### config.mk
export PLATFORM = sky130hd
export DESIGN_NAME = jtcop_dialbank
export DESIGN_NICKNAME = d
export VERILOG_FILES = /design/src/rtl/jtcop_dial_pkg.sv /design/src/rtl/jtcop_dial_ch.sv /design/src/rtl/jtcop_dialbank.sv
export SDC_FILE = /design/constraint.sdc
export NUM_CORES = 1
export LEC_CHECK = 0
export CAP_MARGIN = 20
export CORE_MARGIN = 5
export CORE_UTILIZATION = 25
export CTS_CLUSTER_DIAMETER = 150
export CTS_CLUSTER_SIZE = 10
export DETAILED_ROUTE_END_ITERATION = 8
export PLACE_DENSITY = 0.38
export SLEW_MARGIN = 10
export SYNTH_ARGS = -nofsm -noshare
export SYNTH_HDL_FRONTEND = slang
export SYNTH_SLANG_ARGS = --single-unit
### constraint.sdc
create_clock -name clk -period 2.9 [get_ports clk]
set_input_delay 0.29 -clock clk [delete_from_list [all_inputs] [get_ports clk]]
set_output_delay 0.29 -clock clk [all_outputs]
set_load 0.005 [all_outputs]
### src/rtl/jtcop_dial_pkg.sv
// jtcop_dial_pkg
// Shared constants and helpers for the jtcop dial/trackball/rotary bank.
//   DIAL_CNT / DIAL_ROT : per-channel mode encodings (quadrature counter / rotary)
//   CH_MAX / ROTN_MAX   : upper limits for channel count and rotary positions
//   IDX_W               : width of the rotary index register
//   rot_word(idx)       : 16-bit active-low one-hot word for a rotary position
package jtcop_dial_pkg;

    localparam logic DIAL_CNT = 1'b0;
    localparam logic DIAL_ROT = 1'b1;

    localparam int CH_MAX   = 8;
    localparam int ROTN_MAX = 16;
    localparam int IDX_W    = $clog2(ROTN_MAX);

    // Bit idx is cleared, every other bit set. Because idx never reaches
    // ROTN, bits at or above ROTN always read back as 1.
    function automatic logic [15:0] rot_word(input logic [IDX_W-1:0] idx);
        rot_word = ~(16'd1 << idx);
    endfunction

endpackage

### src/rtl/jtcop_dial_ch.sv
// jtcop_dial_ch
// One dial channel: quadrature counter or rotary index, carry flag,
// mode-change detector and the 4701-style read snapshot.
// Ports:
//   clk, rst_n         : clock, synchronous active-low reset
//   inc, dec           : direction requests (both or neither = no motion)
//   mode               : 0 = counter, 1 = rotary
//   clr                : clears counter, index and carry
//   step_line          : shared line-prescaler step (counter mode)
//   step_frm           : shared frame-prescaler step (rotary mode)
//   rd_lo              : low-byte read of this channel, loads the snapshot
//   snap_nxt           : next-state snapshot value, used by the output mux
//   carry              : wrap flag, active high
module jtcop_dial_ch
    import jtcop_dial_pkg::*;
#(
    parameter int CW   = 12,
    parameter int ROTN = 12
) (
    input  logic        clk,
    input  logic        rst_n,
    input  logic        inc,
    input  logic        dec,
    input  logic        mode,
    input  logic        clr,
    input  logic        step_line,
    input  logic        step_frm,
    input  logic        rd_lo,
    output logic [15:0] snap_nxt,
    output logic        carry
);

    logic [CW-1:0]    cnt,   cnt_nxt;
    logic [IDX_W-1:0] idx,   idx_nxt;
    logic             carry_nxt;
    logic             mode_l;
    logic [15:0]      snap;
    logic [15:0]      val;
    logic             up, dn, wipe, wrap;

    always_comb begin
        up        = inc & ~dec;
        dn        = dec & ~inc;
        // A mode change behaves exactly like clr so a channel never carries
        // a stale counter into rotary mode or vice versa.
        wipe      = clr | (mode != mode_l);
        cnt_nxt   = cnt;
        idx_nxt   = idx;
        wrap      = 1'b0;
        if (wipe) begin
            cnt_nxt = '0;
            idx_nxt = '0;
        end else if (mode == DIAL_CNT && step_line) begin
            if (up) begin
                cnt_nxt = cnt + CW'(1);
                wrap    = &cnt;
            end else if (dn) begin
                cnt_nxt = cnt - CW'(1);
                wrap    = (cnt == '0);
            end
        end else if (mode == DIAL_ROT && step_frm) begin
            if (up)
                idx_nxt = (idx == IDX_W'(ROTN-1)) ? '0 : idx + IDX_W'(1);
            else if (dn)
                idx_nxt = (idx == '0) ? IDX_W'(ROTN-1) : idx - IDX_W'(1);
        end

        // Clear sources beat a wrap in the same cycle; the snapshot below
        // still sees the wrapped value.
        carry_nxt = carry | wrap;
        if (wipe || rd_lo || mode == DIAL_ROT)
            carry_nxt = 1'b0;

        val      = (mode == DIAL_ROT) ? rot_word(idx_nxt) : 16'(cnt_nxt);
        snap_nxt = rd_lo ? val : snap;
    end

    always_ff @(posedge clk) begin
        if (!rst_n) begin
            cnt    <= '0;
            idx    <= '0;
            carry  <= 1'b0;
            mode_l <= 1'b0;
            snap   <= '0;
        end else begin
            cnt    <= cnt_nxt;
            idx    <= idx_nxt;
            carry  <= carry_nxt;
            mode_l <= mode;
            snap   <= snap_nxt;
        end
    end

endmodule

### src/rtl/jtcop_dialbank.sv
// jtcop_dialbank
// Bank of CH dial/trackball/rotary emulators read by the main CPU.
// Ports:
//   clk, rst_n    : clock, synchronous active-low reset
//   LVBL, LHBL    : vertical / horizontal blank, active low
//   inc, dec      : per-channel direction requests
//   mode          : per-channel mode (0 counter, 1 rotary)
//   clr           : per-channel clear pulse
//   cs            : CPU read strobe (level)
//   ch_sel        : channel index for the read
//   uln           : byte select (0 low byte + snapshot, 1 high byte)
//   dout          : registered read data
//   cfn           : per-channel carry flag, active low
//
// Read protocol: a read is the rising edge of cs. dout carries the result
// on the following clock and holds it while cs stays high; with cs low
// dout is all ones. Only a low-byte read of a valid channel has side
// effects (snapshot load, carry clear).
module jtcop_dialbank
    import jtcop_dial_pkg::*;
#(
    parameter int CH      = 2,
    parameter int CW      = 12,
    parameter int ROTN    = 12,
    parameter int LINEDIV = 4,
    parameter int FRMDIV  = 8,
    localparam int SW     = (CH > 1) ? $clog2(CH) : 1
) (
    input  logic          clk,
    input  logic          rst_n,
    input  logic          LVBL,
    input  logic          LHBL,
    input  logic [CH-1:0] inc,
    input  logic [CH-1:0] dec,
    input  logic [CH-1:0] mode,
    input  logic [CH-1:0] clr,
    input  logic          cs,
    input  logic [SW-1:0] ch_sel,
    input  logic          uln,
    output logic [15:0]   dout,
    output logic [CH-1:0] cfn
);

    localparam int LW = (LINEDIV > 1) ? $clog2(LINEDIV) : 1;
    localparam int FW = (FRMDIV  > 1) ? $clog2(FRMDIV)  : 1;

    logic          lhbl_l, lvbl_l, cs_l;
    logic [LW-1:0] line_cnt;
    logic [FW-1:0] frm_cnt;
    logic          line_tick, frm_tick, step_line, step_frm, rd_fire;
    logic [CH-1:0] rd_lo;
    logic [CH-1:0] carry;
    logic [15:0]   snap_nxt [CH];
    logic [15:0]   rd_word;

    assign line_tick = lhbl_l & ~LHBL;
    assign frm_tick  = lvbl_l & ~LVBL;
    assign step_line = line_tick && (line_cnt == LW'(LINEDIV-1));
    assign step_frm  = frm_tick  && (frm_cnt  == FW'(FRMDIV-1));
    assign rd_fire   = cs & ~cs_l;
    assign cfn       = ~carry;

    genvar i;
    generate
        for (i = 0; i < CH; i++) begin : g_ch
            assign rd_lo[i] = rd_fire & ~uln & (ch_sel == SW'(i));

            jtcop_dial_ch #(
                .CW   (CW),
                .ROTN (ROTN)
            ) u_ch (
                .clk       (clk),
                .rst_n     (rst_n),
                .inc       (inc[i]),
                .dec       (dec[i]),
                .mode      (mode[i]),
                .clr       (clr[i]),
                .step_line (step_line),
                .step_frm  (step_frm),
                .rd_lo     (rd_lo[i]),
                .snap_nxt  (snap_nxt[i]),
                .carry     (carry[i])
            );
        end
    endgenerate

    // Indices with no matching channel fall through to all ones.
    always_comb begin
        rd_word = 16'hFFFF;
        for (int c = 0; c < CH; c++) begin
            if (ch_sel == SW'(c)) begin
                if (mode[c] == DIAL_ROT)
                    rd_word = snap_nxt[c];
                else
                    rd_word = {8'hFF, uln ? snap_nxt[c][15:8] : snap_nxt[c][7:0]};
            end
        end
    end

    always_ff @(posedge clk) begin
        if (!rst_n) begin
            lhbl_l   <= 1'b0;
            lvbl_l   <= 1'b0;
            cs_l     <= 1'b0;
            line_cnt <= '0;
            frm_cnt  <= '0;
            dout     <= 16'hFFFF;
        end else begin
            lhbl_l <= LHBL;
            lvbl_l <= LVBL;
            cs_l   <= cs;
            if (line_tick)
                line_cnt <= step_line ? '0 : line_cnt + LW'(1);
            if (frm_tick)
                frm_cnt <= step_frm ? '0 : frm_cnt + FW'(1);
            if (!cs)
                dout <= 16'hFFFF;
            else if (rd_fire)
                dout <= rd_word;
        end
    end

endmodule

# ---- After elaboration in Yosys (flattened, before gate mapping)
# Index checks and enable logic that the tools add are counted.
dict set report classes {
  addsub 10
  n_mul 0
  n_div 0
  n_lt_le_gt_ge 0
  n_eq_ne 6
  shift 2
  mux 41
  bitwise 29
  n_reduce_logical 19
}
# operator count
set ops {}
lappend ops {{$mux W16} 7}
lappend ops {{$mux W12} 8}
lappend ops {{$mux W4} 14}
lappend ops {{$not A16 Y16} 2}
lappend ops {{$shl A1 B4 Y16 const A} 2}
lappend ops {{$add A12 B1 Y12 const B} 2}
lappend ops {{$logic_not A12 Y1} 2}
lappend ops {{$reduce_and A12 Y1} 2}
lappend ops {{$sub A12 B1 Y12 const B} 2}
lappend ops {{$mux W8} 2}
lappend ops {{$not A1 Y1} 12}
lappend ops {{$and A1 B1 Y1} 10}
lappend ops {{$add A4 B1 Y4 const B} 2}
lappend ops {{$eq A4 B4 Y1 const B} 2}
lappend ops {{$logic_not A4 Y1} 2}
lappend ops {{$mux W1} 8}
lappend ops {{$sub A4 B1 Y4 const B} 2}
lappend ops {{$logic_and A1 B1 Y1} 6}
lappend ops {{$logic_or A1 B1 Y1} 4}
lappend ops {{$or A1 B1 Y1} 4}
lappend ops {{$reduce_or A2 Y1} 2}
lappend ops {{$add A3 B1 Y3 const B} 1}
lappend ops {{$eq A3 B3 Y1 const B} 1}
lappend ops {{$mux W3} 1}
lappend ops {{other kinds (6)} 7}
dict set report word_totals {
  reg_bits 92
  latch_bits 0
  ramBits 0
  romBits 0
  word_cells 123
  mem_count 0
}

# ---- Longest topological paths before layout
dict set report depth {
  word_depth 14
  depth_mapped 10
  mapped_depth_nobuf 9
}

# ---- Modules after synthesis
# Synthesis repeated with hierarchy kept, for this count alone.
dict set report hier_totals {
  hier_cells 684
  area_unflattened_um2 5709.2
}
# mod n_inst cells_each area_each_um2 seq_area_each_um2
set by_module_without_submodules {}
lappend by_module_without_submodules {{jtcop_dial_ch at g_ch[1].u_ch} 1 283 2285.9 680.7}
lappend by_module_without_submodules {{jtcop_dial_ch at g_ch[0].u_ch} 1 276 2174.6 680.7}
lappend by_module_without_submodules {jtcop_dialbank 1 125 1248.7 480.5}

# ---- Worst setup path before layout
# No wires, ideal clock.
dict set report synth_path {
  kind {reg2reg}
  start {register frm_cnt[0]}
  end {register dout[4]}
  setup_time_ns 0.136
  arrival_time_ns 2.387
  setup_slack_ns 0.377
  path_stages_with_launch 10
  n_path_buf 0
  period_less_slack_ns 2.523
  cell_sequence {dfxtp_1 > ha_1 > ha_1 > nand4b_1 > o21ai_0 > a222oi_1 > o21ba_2 > nand2_1 > a221oi_2 > o211ai_1}
}
dict set report synth_between {
  elab_chain_len 13
}
# item line
set synth_rtl {}
lappend synth_rtl {{start: declaration} jtcop_dialbank.sv:49} ;# logic [FW-1:0] frm_cnt;
lappend synth_rtl {{start signal: assignment} jtcop_dialbank.sv:115} ;# frm_cnt <= step_frm ? '0 : frm_cnt + FW'(1);
lappend synth_rtl {{$eq A3 B3 Y1 *} jtcop_dialbank.sv:59} ;# assign step_frm = frm_tick && (frm_cnt == FW'(FRMDIV-1));
lappend synth_rtl {{$logic_and A1 B1 Y1 *} jtcop_dialbank.sv:59}
lappend synth_rtl {{$logic_and A1 B1 Y1} jtcop_dial_ch.sv:61} ;# end else if (mode == DIAL_ROT && step_frm) begin
lappend synth_rtl {{$mux W4} jtcop_dial_ch.sv:61}
lappend synth_rtl {{$mux W4} jtcop_dial_ch.sv:53} ;# end else if (mode == DIAL_CNT && step_line) begin
lappend synth_rtl {{$mux W4} jtcop_dial_ch.sv:50} ;# if (wipe) begin
lappend synth_rtl {{$shl A1 B4 Y16} jtcop_dial_pkg.sv:19} ;# rot_word = ~(16'd1 << idx);
lappend synth_rtl {{$not A16 Y16} jtcop_dial_pkg.sv:19}
lappend synth_rtl {{$mux W16} jtcop_dial_ch.sv:74} ;# val = (mode == DIAL_ROT) ? rot_word(idx_nxt) : 16'(cnt_nxt);
lappend synth_rtl {{$mux W16} jtcop_dial_ch.sv:75} ;# snap_nxt = rd_lo ? val : snap;
lappend synth_rtl {{$mux W8} jtcop_dialbank.sv:95} ;# rd_word = {8'hFF, uln ? snap_nxt[c][15:8] : snap_nxt[c][7:0]};
lappend synth_rtl {{$mux W16} jtcop_dialbank.sv:92} ;# if (mode[c] == DIAL_ROT)
lappend synth_rtl {{$mux W16 *} jtcop_dialbank.sv:91} ;# if (ch_sel == SW'(c)) begin
lappend synth_rtl {{end signal: assignment} jtcop_dialbank.sv:119} ;# dout <= rd_word;
lappend synth_rtl {{end: declaration} jtcop_dialbank.sv:40} ;# output logic [15:0] dout,
# Mark *: on every way between the ends. The rest lies on a longest branch, timed or not.
# A chain may end at the register's enable or synchronous reset.

# ---- Worst setup path in the final report
dict set report layout_path {
  start {register frm_cnt[0]}
  end {register dout[10]}
}
dict set report layout_between {
  elab_chain_len 12
}
# item line
set layout_rtl {}
lappend layout_rtl {{$eq A3 B3 Y1 *} jtcop_dialbank.sv:59}
lappend layout_rtl {{$logic_and A1 B1 Y1 *} jtcop_dialbank.sv:59}
lappend layout_rtl {{$logic_and A1 B1 Y1} jtcop_dial_ch.sv:61}
lappend layout_rtl {{$mux W4} jtcop_dial_ch.sv:61}
lappend layout_rtl {{$mux W4} jtcop_dial_ch.sv:53}
lappend layout_rtl {{$mux W4} jtcop_dial_ch.sv:50}
lappend layout_rtl {{$shl A1 B4 Y16} jtcop_dial_pkg.sv:19}
lappend layout_rtl {{$not A16 Y16} jtcop_dial_pkg.sv:19}
lappend layout_rtl {{$mux W16} jtcop_dial_ch.sv:74}
lappend layout_rtl {{$mux W16} jtcop_dial_ch.sv:75}
lappend layout_rtl {{$mux W16} jtcop_dialbank.sv:92}
lappend layout_rtl {{$mux W16 *} jtcop_dialbank.sv:91}
# Marks and branches as above.

==> impl_metrics.toml <==
[die]
core_mm2 = 0.0226
io_pins = 33
dieArea_mm2 = 0.0259
row_count = 55
start_util_pct = 25.2
die_w_um = 161
die_y_um = 161

[sta]
setup_viol = 0
worst_slack_ps = 141
worstMarginPinSlew_ps = 704
relSlewSlack_pct = 52.4
min_period_ps = 2760
hold_viol_final = 0
skew_ps = 13.3
max_freq_ghz = 0.362
period_share_pct = 95.1
hold_ws_ps = 454
maxSlewViolCount = 0
rsz0062_at_grt = "no"

[worst_setup_path]
crit_chain = "ha_1, ha_2, nand4b_1, buf_4, a311o_1, mux2i_4, and3_1, nor2_1, a2111oi_1, buf_4, o31ai_1"
r2r_start = "frm_cnt[0]"
start_kind = "flip-flop"
cp_slowest_cell = "a2111oi_1"
critical-path-top-delay-family = "compound AO/OA/AOI/OAI gates"
critPathArrivalTime_ps = 3010
worst_path_most_repeated_cell = "buf_4"
critPathBufInv = 2
criticalPathCategory = "flip-flop to flip-flop"
path_max_fanout = 7
end_kind = "flip-flop"
worstPathRequired_ps = 3150
startpoint = "frm_cnt[0]"
slowest_delay_ps = 450

[placed_design]
gp_congestion = 0.822
dp.cells = 1093
port-buffer-count = 32
pre_cts_ws_ps = -304
dp_hpwl_mm = 16.2

[drt]
firstDrtPassIters = 5
routedWlPerCell_um = 18.9
wl_mm = 21.0
vias_per_cell = 5.17
drtAntennaViolNets = 0
drt_iter0_drc = 415
vias = 5745
drc = 0

[cts]
cts_root_buffer = "clkbuf_16"
clkTransAtPathRegs_ps = 70
clk_path_buf_depth = 2
cts_tree = "done"
cts_hold_buf = 0
cts_made_buffers = 9
clock-sinks = 92
clock_latency_ps = 360
htreeDepth = 3

[logic_synthesis]
ys_seq_elements = 92
synth_common_cells = "92 x dfxtp_1, 87 x nor2_1, 63 x a21oi_1"
synth_edf_count = 0
synth_nets = 760
syn_avg_cell_area_um2 = 7.78
synth_top_area_cell = "dfxtp_1"
async_flop_share_pct = 0
synth-seq-area-share_pct = 32.3
ys.flop_type = "dfxtp_1"
synth_most_common_cell = "dfxtp_1"
yosysUniqueCellTypes = 82
syn-cell-area_mm2 = 0.00570
synth_area_leaders = "dfxtp_1 32%, nor2_1 5.7%, a21oi_1 5.5%"
yosys.area.top_type_share_pct = 32.3
yosys_warnings = 0
syn_inst = 732

[global_route]
antenna_found_initial = 0
grt_max_degree = 28
grt_pass1_vias = 5641
gr-total-overflow = 0
grt_pass1_wl_mm = 33.1
track_usage_pct = 16.1

[layout]
stdcell_count = 1111
diodes = 0
final_nets = 849
area_delta_synth_final_pct = 26.7
layout-drive-gt1-share_pct = 15.7

[run]
maxCapViolCount = 0

[run_status]
status = "finished clean"

[power]
pwr_density_cell_mw_per_mm2 = 409
p_leak_uw = 0.00267
fin_total_pwr_uw = 2950
peakVddDrop_v = 0.000291

[min_path]
holdCritPathClass = "flip-flop to flip-flop"
hold_start = "g_ch[1].u_ch.snap[1]"
==> through the flow <==
| stage | TNS (ps) | instance area (um2) | utilization, % |
|---|---|---|---|
| 2_1_floorplan | 0 | 5700 | - |
| 3_3_place_gp | -754 | 6870 | 30.4 |
| 3_5_place_dp | -775 | 6870 | 30.4 |
| 4_1_cts | 0 | 7180 | 31.8 |
| 5_1_grt | 0 | 7220 | 32.0 |
| 6_report | 0 | 7220 | 32.0 |
==> state kept, by name, summed over array words and instances, names as in the netlist <==
name,count
g_ch.u_ch.cnt,24
g_ch.u_ch.idx,8
cs_l,1
g_ch.u_ch.mode_l,2
lvbl_l,1
line_cnt,2
frm_cnt,3
g_ch.u_ch.carry,2
dout,16
g_ch.u_ch.snap,32
lhbl_l,1
==> kinds of logic after synthesis <==
logic type	share of synthesized area [%]
AND/OR/NAND/NOR	30.6
AO/OA/AOI/OAI	24.4
flip-flops	32.3
buffers and inverters	4.30
XOR/XNOR	3.84
adder cells (fa/ha/maj)	3.03
multiplexers	1.47
==> per-layer routing <==
metal  track usage [%]  wire length [um]  vias up
li1                  -                 -     2869
met1              22.4             10100     2725
met2              26.5              9810      134
met3              2.93               849       17
met4              3.10               248        0
met5                 0                 0        -
==> where the power goes <==
part           total [uW]  internal [uW]  switching, uW
Combinational         389            171            218
Clock                1250            674            572
Sequential           1320           1300           23.8
==> worst min-delay path, delay by kind of cell, from the launching register on <==
family          cells  cell delay [ps]
compound gates      1               50
flops               1              310
simple gates        1               50
==> final timing paths <==
check | to | depth (start not counted) | slack (ps)
max reg2reg | dout[10] | 11 | 140
min reg2reg | g_ch[1].u_ch.snap[1] | 2 | 450
min | g_ch[1].u_ch.snap[1] | 2 | 450
max | dout[10] | 11 | 140
==> timing repair <==
action                                  CTS  global route
endpoints found under the setup margin    2            20
cloned                                    0             0
buffers inserted                          0             2
pin swaps                                 0             2
resized for setup                         3             8
==> final cells by class <==
class / count / area [um2]
Clock buffer: 9 / 225
Clock inverter: 7 / 75.1
Fill cell: 2389 / 15400
Inverter: 21 / 78.8
Multi-Input combinational cell: 578 / 3640
Sequential cell: 92 / 1840
Tap cell: 285 / 357
Timing Repair Buffer: 119 / 998
==> placed cells by master, fill, tap and decap left out, drive strengths merged, types with 10 or more instances in the layout <==
master,synthesis,final
nor2,87,87
nor3,25,25
nand3,29,29
inv,21,22
nor3b,11,11
nand2b,11,11
nor2b,15,15
ha,13,13
nand2,51,51
xnor2,15,15
and2,15,15
a211oi,11,11
xor2,10,10
a21oi,63,63
clkdlybuf4s50,0,32
dfxtp,92,92
a31oi,11,11
o21ai,46,46
buf,12,87
No activity file was read; power rests on OpenSTA's default activity.
==> RTL edit (same flow settings) <==
Change the parameter `CH` from 2 to 4.
--- a/src/rtl/jtcop_dialbank.sv
+++ b/src/rtl/jtcop_dialbank.sv
@@ -20,5 +20,5 @@
     import jtcop_dial_pkg::*;
 #(
-    parameter int CH      = 2,
+    parameter int CH      = 4,
     parameter int CW      = 12,
     parameter int ROTN    = 12,
Ports: changed (6 resized); port bits go from 33 to 44. The function was not compared with the original's and may differ.
==> RTL edit against the original RTL <==
Non-clock buffer count up 245; combinational power up 110%; synthesized cell count up 100%; sequential cell count up 68; synthesized area up 91%; total power up 92%; routed wire length up 120%; final area up 110%; setup slack worse by 46 ps; critical path depth up 2; largest power group is now clock.
==> RTL edit: results (changes against the original RTL) <==
Parameter                              Value

Clocking
  Inserted Clock Buffers    17 (+8)
  Max H-tree Level    4 (+1)
  Clk_lat worst skew    490 ps (+130 ps)

GRT
  Gr usage total    19.14% (+3.0 points)
  Wire length of the first global-routing pass    70260 microns (+110%)
  Vias in the first global route    11680 (+110%)
  Largest net degree at the start of global routing    36 (+29%)

Timing
  Slew Limit Headroom    55.29% (+2.8 points)
  Worst Skew    9.941 ps (-3.358 ps)

Placed design
  Placer congestion estimate    0.8827 (+7.3%)
  Detailed placer's ending HPWL    35660 microns (+120%)
  Post-Place Cell Area    0.01415 sq mm (+110%)
  PortBufs    43 (+34%)

Routing
  Drt pass-1 iters    6 (+1)
  DRT iter0 DRCs    979 (+140%)
  Wirelength per Cell    19.71 microns (+4.3%)
  Vias    12280 (+110%)

Synthesis
  Post-synth net total    1508 (+98%)
  Sequential cell area fraction in the yosys report    29.43% (-2.9 points)
  Synth top cells by count    sky130_fd_sc_hd__nor2_1 (176), sky130_fd_sc_hd__dfxtp_1 (160), sky130_fd_sc_hd__a21oi_1 (125)
  Synthesis Warnings    0 (unchanged)
  Synth area leaders    sky130_fd_sc_hd__dfxtp_1 (29%), sky130_fd_sc_hd__nor2_1 (6.1%), sky130_fd_sc_hd__a21oi_1 (5.7%)
  Number of library cell types mapped by synthesis    98 (+20%)

Power
  Clock network power    2610 uW (+110%)
  Sequential Power Share    39.9% (-4.8 points)
  Peak supply drop    251.7 uV (-14%)
  Leak pwr    0.005748 uW (+120%)
  Switching fraction of total power    27.37% (-0.17 points)

Worst setup path
  Critical path's largest stage delay    360 ps (-90 ps)
  Slowest stage cell, crit path    sky130_fd_sc_hd__dfxtp_2
  Maximum fanout count along the critical path    6 (-1)
  Data arrival, critical path    3150 ps (+140 ps)

Final layout
  Final net count    1799 (+110%)
  Share of cells above drive strength 1    24.87% (+9.1 points)
  Largest registers    g_ch.u_ch.snap x64, g_ch.u_ch.cnt x48

Outcome
  Status    completed
==> RTL edit: cell count changes after synthesis, moves of 19 or more <==
cell                       delta
sky130_fd_sc_hd__nand3_1     +27
sky130_fd_sc_hd__xnor2_1     +19
sky130_fd_sc_hd__o21ai_0     +34
sky130_fd_sc_hd__a31oi_1     +20
sky130_fd_sc_hd__dfxtp_1     +68
sky130_fd_sc_hd__inv_1       +26
sky130_fd_sc_hd__nor3_1      +56
sky130_fd_sc_hd__clkbuf_1    +40
sky130_fd_sc_hd__a21oi_1     +62
sky130_fd_sc_hd__and2_1      +22
sky130_fd_sc_hd__nand2_1     +56
sky130_fd_sc_hd__nor2_1      +89
==> RTL edit: metrics by stage <==
step / power, uW / setup TNS (ps) / hold WS [ps] / std cells
after floorplan: 2667 / 0 / 411.7 / 1461
after global placement: 3097 / -2859 / 447.3 / 2312
after detailed placement: 3093 / -2852 / 448.3 / 2312
after CTS: 5760 / -32.35 / 458.0 / 2345
after global routing: 5906 / -138.4 / 468.3 / 2350
final: 5682 / 0 / 458.1 / 2350
==> RTL edit: final cells by class <==
type,instances,area (sq um),share of cell area (%)
inverters,47,176.4,1.162
flip-flops and latches,160,3208,21.13
clock inverters,13,210.2,1.385
multi-input cells,1162,7426,48.92
repair buffers,364,2984,19.66
well taps,585,732.0,4.822
clock buffers,19,442.9,2.918
==> RTL edit: what timing repair did <==
action | CTS | global route
setup buffers | 1 | 5
pin swaps | 7 | 17
resized for setup | 20 | 50
hold endpoints to repair | 0 | 0
endpoints found under the setup margin | 9 | 19
hold buffers | 0 | 0
cloned | 0 | 0
==> RTL edit: worst paths after layout <==
path	startpoint	endpoint	slack, ps	depth (start not counted)
worst max-delay path	frm_cnt[0]$_SDFFE_PN0P_	dout[12]$_SDFFE_PN1P_	100	13
worst min register to register	g_ch[3].u_ch.snap[4]$_SDFF_PN0_	g_ch[3].u_ch.snap[4]$_SDFF_PN0_	460	2
worst min-delay path	g_ch[3].u_ch.snap[4]$_SDFF_PN0_	g_ch[3].u_ch.snap[4]$_SDFF_PN0_	460	2
worst max register to register	frm_cnt[0]$_SDFFE_PN0P_	dout[12]$_SDFFE_PN1P_	100	13
==> RTL edit: cells by family after synthesis <==
group | share of synthesized area, %
AOI/OAI and AO/OA | 25.37
buffers and inverters | 5.174
adders and majority gates | 2.644
and+or+nand+nor | 32.50
muxes | 0.9313
DFF | 29.43
xor gates and xnor gates | 3.944
==> RTL edit: per-layer routing <==
metal	vias to the layer above	wire [microns]	GRT usage [%]
met5	-	0	0
met4	0	1372	6.594
met3	75	2487	4.377
met2	316	20730	29.90
met1	5921	21740	26.02
li1	5970	-	-
